**src/rtl/cnn_mem_pkg.sv**
```systemverilog
`default_nettype none
// +------------------------------------------------------------------+
// | cnn_mem_pkg : shared types/constants for rfdp read-port masters   |
// | Revision    : 1.0                                                 |
// +------------------------------------------------------------------+
package cnn_mem_pkg;

  typedef enum logic [1:0] {
    IDLE  = 2'd0,
    RUN   = 2'd1,
    DRAIN = 2'd2
  } rd_state_t;

  localparam int RD_LAT     = 1;
  localparam int SKID_DEPTH = 3;
  localparam int SKID_PW    = 2;

  // Pointer increment modulo the (non power-of-two) skid depth.
  function automatic logic [SKID_PW-1:0] skid_ptr_inc(input logic [SKID_PW-1:0] p);
    return (p == SKID_PW'(SKID_DEPTH - 1)) ? '0 : p + 1'b1;
  endfunction

endpackage
`default_nettype wire

```
**src/rtl/rd_skid_fifo.sv**
```systemverilog
`default_nettype none
// +------------------------------------------------------------------+
// | rd_skid_fifo : 3-entry register FIFO, push and pop in one cycle   |
// | Revision     : 1.0                                                |
// +------------------------------------------------------------------+
module rd_skid_fifo
  import cnn_mem_pkg::*;
#(
  parameter int DW = 97
) (
  input  logic          clk,
  input  logic          rst,
  input  logic          push,
  input  logic [DW-1:0] push_data,
  input  logic          pop,
  output logic [DW-1:0] pop_data,
  output logic          empty,
  output logic          full
);

  logic [DW-1:0]      r_mem [SKID_DEPTH];
  logic [SKID_PW-1:0] r_wr_ptr;
  logic [SKID_PW-1:0] r_rd_ptr;
  logic [SKID_PW-1:0] r_count;
  logic               w_push;
  logic               w_pop;

  assign empty    = (r_count == '0);
  assign full     = (r_count == SKID_PW'(SKID_DEPTH));
  assign w_pop    = pop && !empty;
  assign w_push   = push && (!full || w_pop);
  assign pop_data = r_mem[r_rd_ptr];

  always_ff @(posedge clk or posedge rst) begin
    if (rst) begin
      r_wr_ptr <= '0;
      r_rd_ptr <= '0;
      r_count  <= '0;
    end else begin
      if (w_push) r_wr_ptr <= skid_ptr_inc(r_wr_ptr);
      if (w_pop)  r_rd_ptr <= skid_ptr_inc(r_rd_ptr);
      case ({w_push, w_pop})
        2'b10:   r_count <= r_count + 1'b1;
        2'b01:   r_count <= r_count - 1'b1;
        default: r_count <= r_count;
      endcase
    end
  end

  // Storage carries no reset; contents are only observed while non-empty.
  always_ff @(posedge clk) begin
    if (w_push) r_mem[r_wr_ptr] <= push_data;
  end

`ifndef SYNTHESIS
  a_no_overflow: assert property (@(posedge clk) disable iff (rst) !(push && full && !pop));
`endif

endmodule
`default_nettype wire

```
**src/rtl/sram_burst_reader.sv**
```systemverilog
`default_nettype none
// +------------------------------------------------------------------+
// | sram_burst_reader : burst read master for rfdp macros, with a     |
// |                     credit-limited skid FIFO on the output stream |
// | Revision          : 1.0                                           |
// +------------------------------------------------------------------+
module sram_burst_reader
  import cnn_mem_pkg::*;
#(
  parameter  int DEPTH = 1024,
  parameter  int WIDTH = 96,
  localparam int AW    = $clog2(DEPTH)
) (
  input  logic             clk,
  input  logic             rst,
  input  logic             cmd_valid,
  output logic             cmd_ready,
  input  logic [AW-1:0]    cmd_addr,
  input  logic [AW-1:0]    cmd_len,
  output logic             sram_cena,
  output logic [AW-1:0]    sram_aa,
  input  logic [WIDTH-1:0] sram_qa,
  output logic             out_valid,
  input  logic             out_ready,
  output logic [WIDTH-1:0] out_data,
  output logic             out_last,
  output logic             busy
);

  rd_state_t        r_state;
  rd_state_t        w_state_nxt;
  logic [AW-1:0]    r_rd_addr;
  logic [AW-1:0]    r_rd_left;
  logic [1:0]       r_credit;
  logic             r_inflight;
  logic             r_inflight_last;
  logic             w_issue;
  logic             w_pop;
  logic             w_accept;
  logic             w_fifo_empty;
  logic             w_fifo_full;
  logic [WIDTH:0]   w_head;

  // Credit covers FIFO occupancy plus the word in flight, so it never overflows.
  assign w_issue   = (r_state == RUN) && (r_credit < 2'(SKID_DEPTH));
  assign w_pop     = out_valid && out_ready;
  assign w_accept  = cmd_valid && cmd_ready;
  assign sram_cena = !w_issue;
  assign sram_aa   = r_rd_addr;

  always_ff @(posedge clk or posedge rst) begin
    if (rst) r_state <= IDLE;
    else     r_state <= w_state_nxt;
  end

  always_comb begin
    w_state_nxt = r_state;
    cmd_ready   = 1'b0;
    busy        = 1'b1;
    case (r_state)
      IDLE: begin
        cmd_ready = !rst;
        busy      = 1'b0;
        if (cmd_valid && !rst) w_state_nxt = RUN;
      end
      RUN: begin
        if (w_issue && (r_rd_left == '0)) w_state_nxt = DRAIN;
      end
      DRAIN: begin
        if (w_pop && out_last) w_state_nxt = IDLE;
      end
      default: begin
        w_state_nxt = IDLE;
      end
    endcase
  end

  always_ff @(posedge clk or posedge rst) begin
    if (rst) begin
      r_rd_addr <= '0;
      r_rd_left <= '0;
    end else if (w_accept) begin
      r_rd_addr <= cmd_addr;
      r_rd_left <= cmd_len;
    end else if (w_issue) begin
      r_rd_addr <= r_rd_addr + 1'b1;
      r_rd_left <= r_rd_left - 1'b1;
    end
  end

  always_ff @(posedge clk or posedge rst) begin
    if (rst) begin
      r_inflight      <= 1'b0;
      r_inflight_last <= 1'b0;
      r_credit        <= '0;
    end else begin
      r_inflight      <= w_issue;
      r_inflight_last <= w_issue && (r_rd_left == '0);
      case ({w_issue, w_pop})
        2'b10:   r_credit <= r_credit + 1'b1;
        2'b01:   r_credit <= r_credit - 1'b1;
        default: r_credit <= r_credit;
      endcase
    end
  end

  rd_skid_fifo #(
    .DW (WIDTH + 1)
  ) u_skid (
    .clk       (clk),
    .rst       (rst),
    .push      (r_inflight),
    .push_data ({r_inflight_last, sram_qa}),
    .pop       (w_pop),
    .pop_data  (w_head),
    .empty     (w_fifo_empty),
    .full      (w_fifo_full)
  );

  assign out_valid = !w_fifo_empty;
  assign out_data  = w_head[WIDTH-1:0];
  assign out_last  = out_valid && w_head[WIDTH];

`ifndef SYNTHESIS
  a_full_credit: assert property (@(posedge clk) disable iff (rst) w_fifo_full |-> (r_credit == 2'd3));
`endif

endmodule
`default_nettype wire

```
**config.mk**
```make
export PLATFORM = sky130hd
export DESIGN_NAME = sram_burst_reader
export DESIGN_NICKNAME = d
export VERILOG_FILES = /design/src/rtl/cnn_mem_pkg.sv /design/src/rtl/rd_skid_fifo.sv /design/src/rtl/sram_burst_reader.sv
export SDC_FILE = /design/constraint.sdc
export NUM_CORES = 1
export LEC_CHECK = 0
export BUFFER_PORTS_ARGS = -buffer_cell sky130_fd_sc_hd__buf_2
export CORE_MARGIN = 2
export CORE_UTILIZATION = 55
export CTS_CLUSTER_SIZE = 28
export DETAILED_ROUTE_END_ITERATION = 6
export GPL_TIMING_DRIVEN = 0
export HOLD_SLACK_MARGIN = 0.12
export PLACE_DENSITY = 0.79
export SKIP_CTS_REPAIR_TIMING = 1
export SLEW_MARGIN = 0
export SYNTH_ARGS = -nofsm -noshare
export SYNTH_HDL_FRONTEND = slang
export SYNTH_SLANG_ARGS = --single-unit
export TNS_END_PERCENT = 1
```
**constraint.sdc**
```tcl
create_clock -name clk -period 12.1 [get_ports clk]
set_clock_uncertainty 0.05 [all_clocks]
set_input_delay 0 -clock clk [delete_from_list [all_inputs] [get_ports clk]]
set_output_delay 0 -clock clk [all_outputs]
set_load 0.005 [all_outputs]
```
==> summary.md, run 1 <==
| Metric | Value |
|---|---|
| Clock buffer depth | `3` |
| Setup Crit Path Kind | `reg -> reg` |
| Via/cell ratio | `5.437` |
| Clock transition at path regs | `0.06 ns` |
| Initial core utilization | `0.5630` |
| Worst setup EP type | `flop` |
| Fin crit share | `0.2282` |
| Slew @ Worst Pin | `0.9575 ns` |
| Max frequency | `0.3621 GHz` |
| Min cycle time layout | `2.762 ns` |
| Compound-Gate Fraction of Synth Area | `0.06060` |
| Area delta synth->final | `34.08%` |
| Run status | `complete, no violations` |
| Count of cell types in the netlist | `42` |
| Post-synthesis mux area share | `0.08050` |
| Die Y-Extent | `153.7 um` |
| Final setup TNS | `0 ns` |
| Gpl congestion | `0.8180` |
| First-pass GRT wire length | `39.88 mm` |
| Final count of hold timing violations | `0` |
| Final net count | `1,322` |
| Arrival time at the worst endpoint | `2.93 ns` |
| Flops & latches, synth | `323` |
| DR vias | `8,182` |
| # rows | `54` |
| Worst-Skew Late Latency | `0.50 ns` |
| GR Util All Layers | `0.2167` |
| Async SR Flop Fraction | `0.09907` |
| I/O Pins | `231` |
| Mapped cell area | `0.01233 mm2` |
| CP startpoint kind | `flop` |
| Most common cell after layout, fill and taps aside | `edfxtp_1` |
| Fin. max-slew vios | `0` |
| Top cells by area, synth | `edfxtp_1 71%, mux2i_1 8.0%, dfrtp_1 6.5%, o21ai_0 4.3%, nand2_1 3.5%` |
| PwrDens | `251.2 mW/mm2` |
| Synth Area in XOR/XNOR | `0.006395` |
| Most frequent cells in the layout | `291 x edfxtp_1, 245 x buf_2, 122 x dlygate4sd3_1, 116 x nand2_1, 105 x o21ai_0` |
| Cells after Synth | `779` |
| H-tree levels | `2` |
| Initial DRC count | `512` |
| Combinational family with the most area after synthesis | `multiplexers` |
| Total CTS buffers | `34` |
| EDFF count, synth | `291` |
| Syn Area/Cell | `15.82 um2` |
| Simple-gate portion of the synthesized area | `0.05898` |
| Sequential area share after synthesis | `0.7739` |
| WL per Instance | `19.49 um` |
| Initial antenna violation count | `2` |
| Core Region | `0.02189 mm2` |
| Yosys warnings | `0` |
| Final instance area | `0.01653 mm2` |
| Ys flop type | `edfxtp_1` |
| Post-DRT Antenna Nets | `0` |
| Max capacitance violation total | `0` |
| Chip width | `153.7 um` |
| Grt total ovfl | `0` |
| Relative slew slack | `0.3589` |
| Worst path required time | `12.26 ns` |
| Peak supply drop | `0.1608 mV` |
| Dpl cells | `1,319` |
| Leading area contributor after synthesis | `edfxtp_1` |
| Final setup violation count | `0` |
| Clk root buf | `clkbuf_16` |
| Post-Route Utilization | `0.7549` |
| Worst-path fanout max | `11` |
| Clock sink total | `323` |
| Pre-antenna DRT Iters | `5` |
| Post-Syn Nets | `903` |
| Tightest Hold Check Type | `in -> reg` |
| CTS tree | `done` |
| Static Leakage | `6.433 nW` |
| DP HPWL | `17.77 mm` |
| Share of layout cells above drive strength 1 | `0.2772` |
| Dpl cell area | `0.01419 mm2` |
| Adder-Cell Fraction of Synth Area | `0.004061` |
| Final wirelength | `29.34 mm` |
| Largest net degree at the start of global routing | `33` |
| DRC violations left | `0` |
| Vias in the first global route | `7,535` |
| Die area | `0.02362 mm2` |
| Share of the synthesized area in the top cell type | `0.7090` |
| I/O Buffers | `230` |
| Layout Cells excl Fill | `1,505` |
| RSZ-0062 raised after global routing | `no` |
[cell type report]
type,instances,area (um2)
multi-input cells,412,2610
clock buffers,44,952.2
fillers,1299,5365
repair buffers,383,2741
clock inverters,17,136.4
inverters,7,26.28
well taps,280,350.3
diodes,2,5.005
flip-flops and latches,323,9539
plain buffers,37,165.2
[sequential cells by signal, indices dropped and copies added, names as in the netlist]
name             count
sram_aa             10
r_inflight_last      1
u_skid.r_count       2
r_credit             2
r_rd_left           10
u_skid.r_rd_ptr      2
r_inflight           1
r_state              2
u_skid.r_mem       291
u_skid.r_wr_ptr      2
[worst paths after layout]
kind	startpoint	endpoint	slack, ns	depth (start not counted)
max	u_skid.r_count[0]	u_skid.r_mem[1][46]	9.34	8
min	cmd_valid	sram_aa[7]	0.12	4
max reg2reg	u_skid.r_count[0]	u_skid.r_mem[1][46]	9.34	8
min reg2reg	r_inflight_last	u_skid.r_mem[2][96]	0.44	0
max in group asynchronous	rst	sram_aa[6]	11.08	5
min in group asynchronous	rst	r_rd_left[4]	0.50	4
[critical path, cell delays in order (launching register included)]
cell,delay [ns]
dfrtp_1,0.43
nand2_1,0.08
o21ai_1,0.16
nor3b_2,0.82
buf_8,0.24
buf_6,0.19
buf_6,0.17
buf_6,0.16
buf_6,0.15
[routing by layer]
metal | part of all wire | routed length [um] | GRT usage | up-vias
li1 | - | - | - | 3785
met3 | 0.071 | 2082 | 0.06342 | 45
met2 | 0.52 | 15360 | 0.3710 | 339
met1 | 0.38 | 11240 | 0.2701 | 4013
met5 | 0 | 0 | 0 | -
met4 | 0.022 | 658 | 0.06378 | 0
[power by group]
part	internal, mW	switching, mW
registers	1.64	0.127
clock network	0.599	0.404
logic	0.578	0.806
[cell usage after synthesis (all sizes together) (5+ instances only)]
cell / n
edfxtp: 291
nand2: 116
o21ai: 106
mux2i: 98
dfrtp: 32
clkbuf: 20
buf: 17
nor2: 9
nor3: 9
inv: 7
nand3: 6
nand4: 6
o211ai: 6
xor2: 5
[cells by family (layout without fill, tap and decap cells)]
family / Yosys count / in the layout
AND/OR/NAND/NOR: 165 / 165
buffers and inverters: 44 / 488
other: 0 / 2
XOR/XNOR: 9 / 9
flip-flops: 323 / 323
adder cells (fa/ha/maj): 4 / 4
multiplexers: 99 / 99
AO/OA/AOI/OAI: 135 / 135
[stage by stage]
stage	hold slack (ns)	power, mW	setup slack, ns
2_1_floorplan	-0.01258	2.537	3.604
3_3_place_gp	0.1487	3.095	-1.170
3_5_place_dp	0.1527	3.105	9.324
4_1_cts	-0.3762	4.106	9.298
5_1_grt	0.1619	4.372	9.180
6_report	0.1166	4.151	9.338
Power figures use the tool's default switching activity.
==> run 2: changes to the inputs <==
- clock period: 12.1 -> 2.8 ns (I/O delays scaled with it)
==> summary.md, run 2 (same netlist as run 1, synthesis figures left out) <==
| Metric | Value |
|---|---|
| Worst setup EP type | `primary output` |
| Max capacitance violation total | `0` |
| # rows | `54` |
| Clock buffer depth | `3` |
| Grt total ovfl | `0` |
| Worst r2r dst | `u_skid.r_mem[1][69]` |
| # fillers | `1,279` |
| Vias in the first global route | `7,642` |
| Final count of hold timing violations | `0` |
| Core Region | `0.02189 mm2` |
| GR Util All Layers | `0.2163` |
| Clock sink total | `323` |
| Worst-Skew Late Latency | `0.50 ns` |
| Slowest cell delay on critical path | `0.57 ns` |
| Final setup TNS | `0 ns` |
| Total CTS buffers | `34` |
| Most Frequent Cell on Critical Path | `buf_2` |
| Via/cell ratio | `5.548` |
| Die area | `0.02362 mm2` |
| Sequential Area | `0.009539 mm2` |
| Clk root buf | `clkbuf_16` |
| Initial antenna violation count | `1` |
| Initial core utilization | `0.5630` |
| Worst reg-to-reg path cell count | `6` |
| H-tree levels | `2` |
| PwrDens | `1086 mW/mm2` |
| CTS tree | `done` |
| Slew @ Worst Pin | `1.111 ns` |
| Die Y-Extent | `153.7 um` |
| Run status | `complete, no violations` |
| CP endpoint | `out_data[43]` |
| Dpl cells | `1,308` |
| Internal power | `12.11 mW` |
| Clock transition at path regs | `0.06 ns` |
| Net switching power | `5.880 mW` |
| Initial DRC count | `541` |
| I/O Buffers | `230` |
| Peak supply drop | `0.8315 mV` |
| Post-DRT Antenna Nets | `0` |
| Worst path required time | `2.75 ns` |
| Share of layout cells above drive strength 1 | `0.2696` |
| Crit path cell chain | `buf_2, buf_2, clkbuf_1, nand2_1, o21ai_0, buf_2` |
| DP HPWL | `17.70 mm` |
| Reg-to-reg setup timing slack | `0.21 ns` |
| Power share of the combinational group | `0.344` |
| Most frequent cells in the layout | `291 x edfxtp_1, 245 x buf_2, 122 x dlygate4sd3_1, 115 x nand2_1, 105 x o21ai_0` |
| DR vias | `8,289` |
| Fin. max-slew vios | `0` |
| First-pass GRT wire length | `39.61 mm` |
| Static Leakage | `6.430 nW` |
| Pre-antenna DRT Iters | `4` |
| Fin crit share | `0.9499` |
| Layout Cells excl Fill | `1,494` |
| DRC violations left | `0` |
| Critical Path Slowest Stage Cell | `dfrtp_1` |
| Final net count | `1,311` |
| Final wirelength | `30.05 mm` |
| Sequential share of power | `0.425` |
| DP Worst Slack | `0.2235 ns` |
| Largest net degree at the start of global routing | `33` |
| Arrival time at the worst endpoint | `2.61 ns` |
| Biggest register | `u_skid.r_mem` |
| Sw frac | `0.3269` |
| Relative slew slack | `0.2583` |
| Met3 WL post-DR | `2.314 mm` |
| Area delta synth->final | `34.45%` |
| CP startpoint kind | `flop` |
| Min cycle time layout | `2.660 ns` |
| WL per Instance | `20.11 um` |
| Clock Power Share | `0.232` |
| Chip width | `153.7 um` |
| M1 wire length | `11.23 mm` |
| DR top layer | `met4` |
| Tightest Hold Check Type | `in -> reg` |
| Fin Hold WS | `0.09074 ns` |
| Setup Crit Path Kind | `reg -> out` |
| Max reg flops | `291` |
| Final worst slack | `0.1402 ns` |
| Max frequency | `0.3760 GHz` |
| Gpl congestion | `0.7727` |
| Multi-input logic area | `0.002643 mm2` |
| Worst Setup SP | `u_skid.r_rd_ptr[1]` |
| I/O Pins | `231` |
| Final setup violation count | `0` |
| Length of routed met2 wiring | `15.92 mm` |
| Worst-path fanout max | `10` |
| Reg2reg start | `u_skid.r_count[0]` |
| Most common cell after layout, fill and taps aside | `edfxtp_1` |
[run 2: cell count changes in the layout (fill, tap and decap cells not counted), moves of 4 or more]
cell      previous run  this run
buf_16               0        10
buf_6               23         0
buf_8                5        10
clkinv_1             6        10
[run 2: power groups by stage]
stage               clock (mW)  combinational (mW)  sequential [mW]
detailed placement           0                5.92             7.69
CTS                       4.21                5.96             7.60
global route              4.42                6.71             7.76
floorplan                    0                3.07             7.67
finish                    4.17                6.18             7.64
global placement             0                4.99             7.64
[run 2: critical path, delay by kind of cell (launching register included)]
kind	cells	cell delay, ns
buf+inv	4	1.26
flops	1	0.57
simple gates	1	0.14
compound gates	1	0.13
[run 2: stage by stage]
step	util	area (um2)	total power, mW
floorplan	-	12370	10.74
global placement	0.6338	13870	12.63
detailed placement	0.6520	14270	13.61
CTS	0.6999	15320	17.77
global route	0.7570	16570	18.89
finish	0.7570	16570	17.99
[run 2: worst min-delay path by stage]
stage / endpoint / from / cells past startpoint
6_report: sram_aa[2] / cmd_valid / 3
5_1_grt: sram_aa[2] / cmd_valid / 3
4_1_cts: u_skid.r_mem[1][4] / sram_qa[4] / 1
3_5_place_dp: u_skid.r_mem[1][88] / sram_qa[88] / 1
3_3_place_gp: u_skid.r_mem[0][83] / sram_qa[83] / 1
2_1_floorplan: cmd_ready / rst / 1
[run 2: layer usage]
| layer | vias to the layer above | track usage |
|---|---|---|
| met4 | 0 | 0.07296 |
| met2 | 380 | 0.3672 |
| met5 | - | 0 |
| met3 | 50 | 0.05637 |
| met1 | 4084 | 0.2733 |
| li1 | 3775 | - |
[run 2: cell type report]
type	count	area share
Buffer	37	0.009966
Inverter	7	0.001586
Clock buffer	44	0.05806
Timing Repair Buffer	372	0.1688
Tap cell	280	0.02114
Sequential cell	323	0.5756
Antenna cell	1	0.0001510
Clock inverter	18	0.005210
Multi-Input combinational cell	412	0.1595
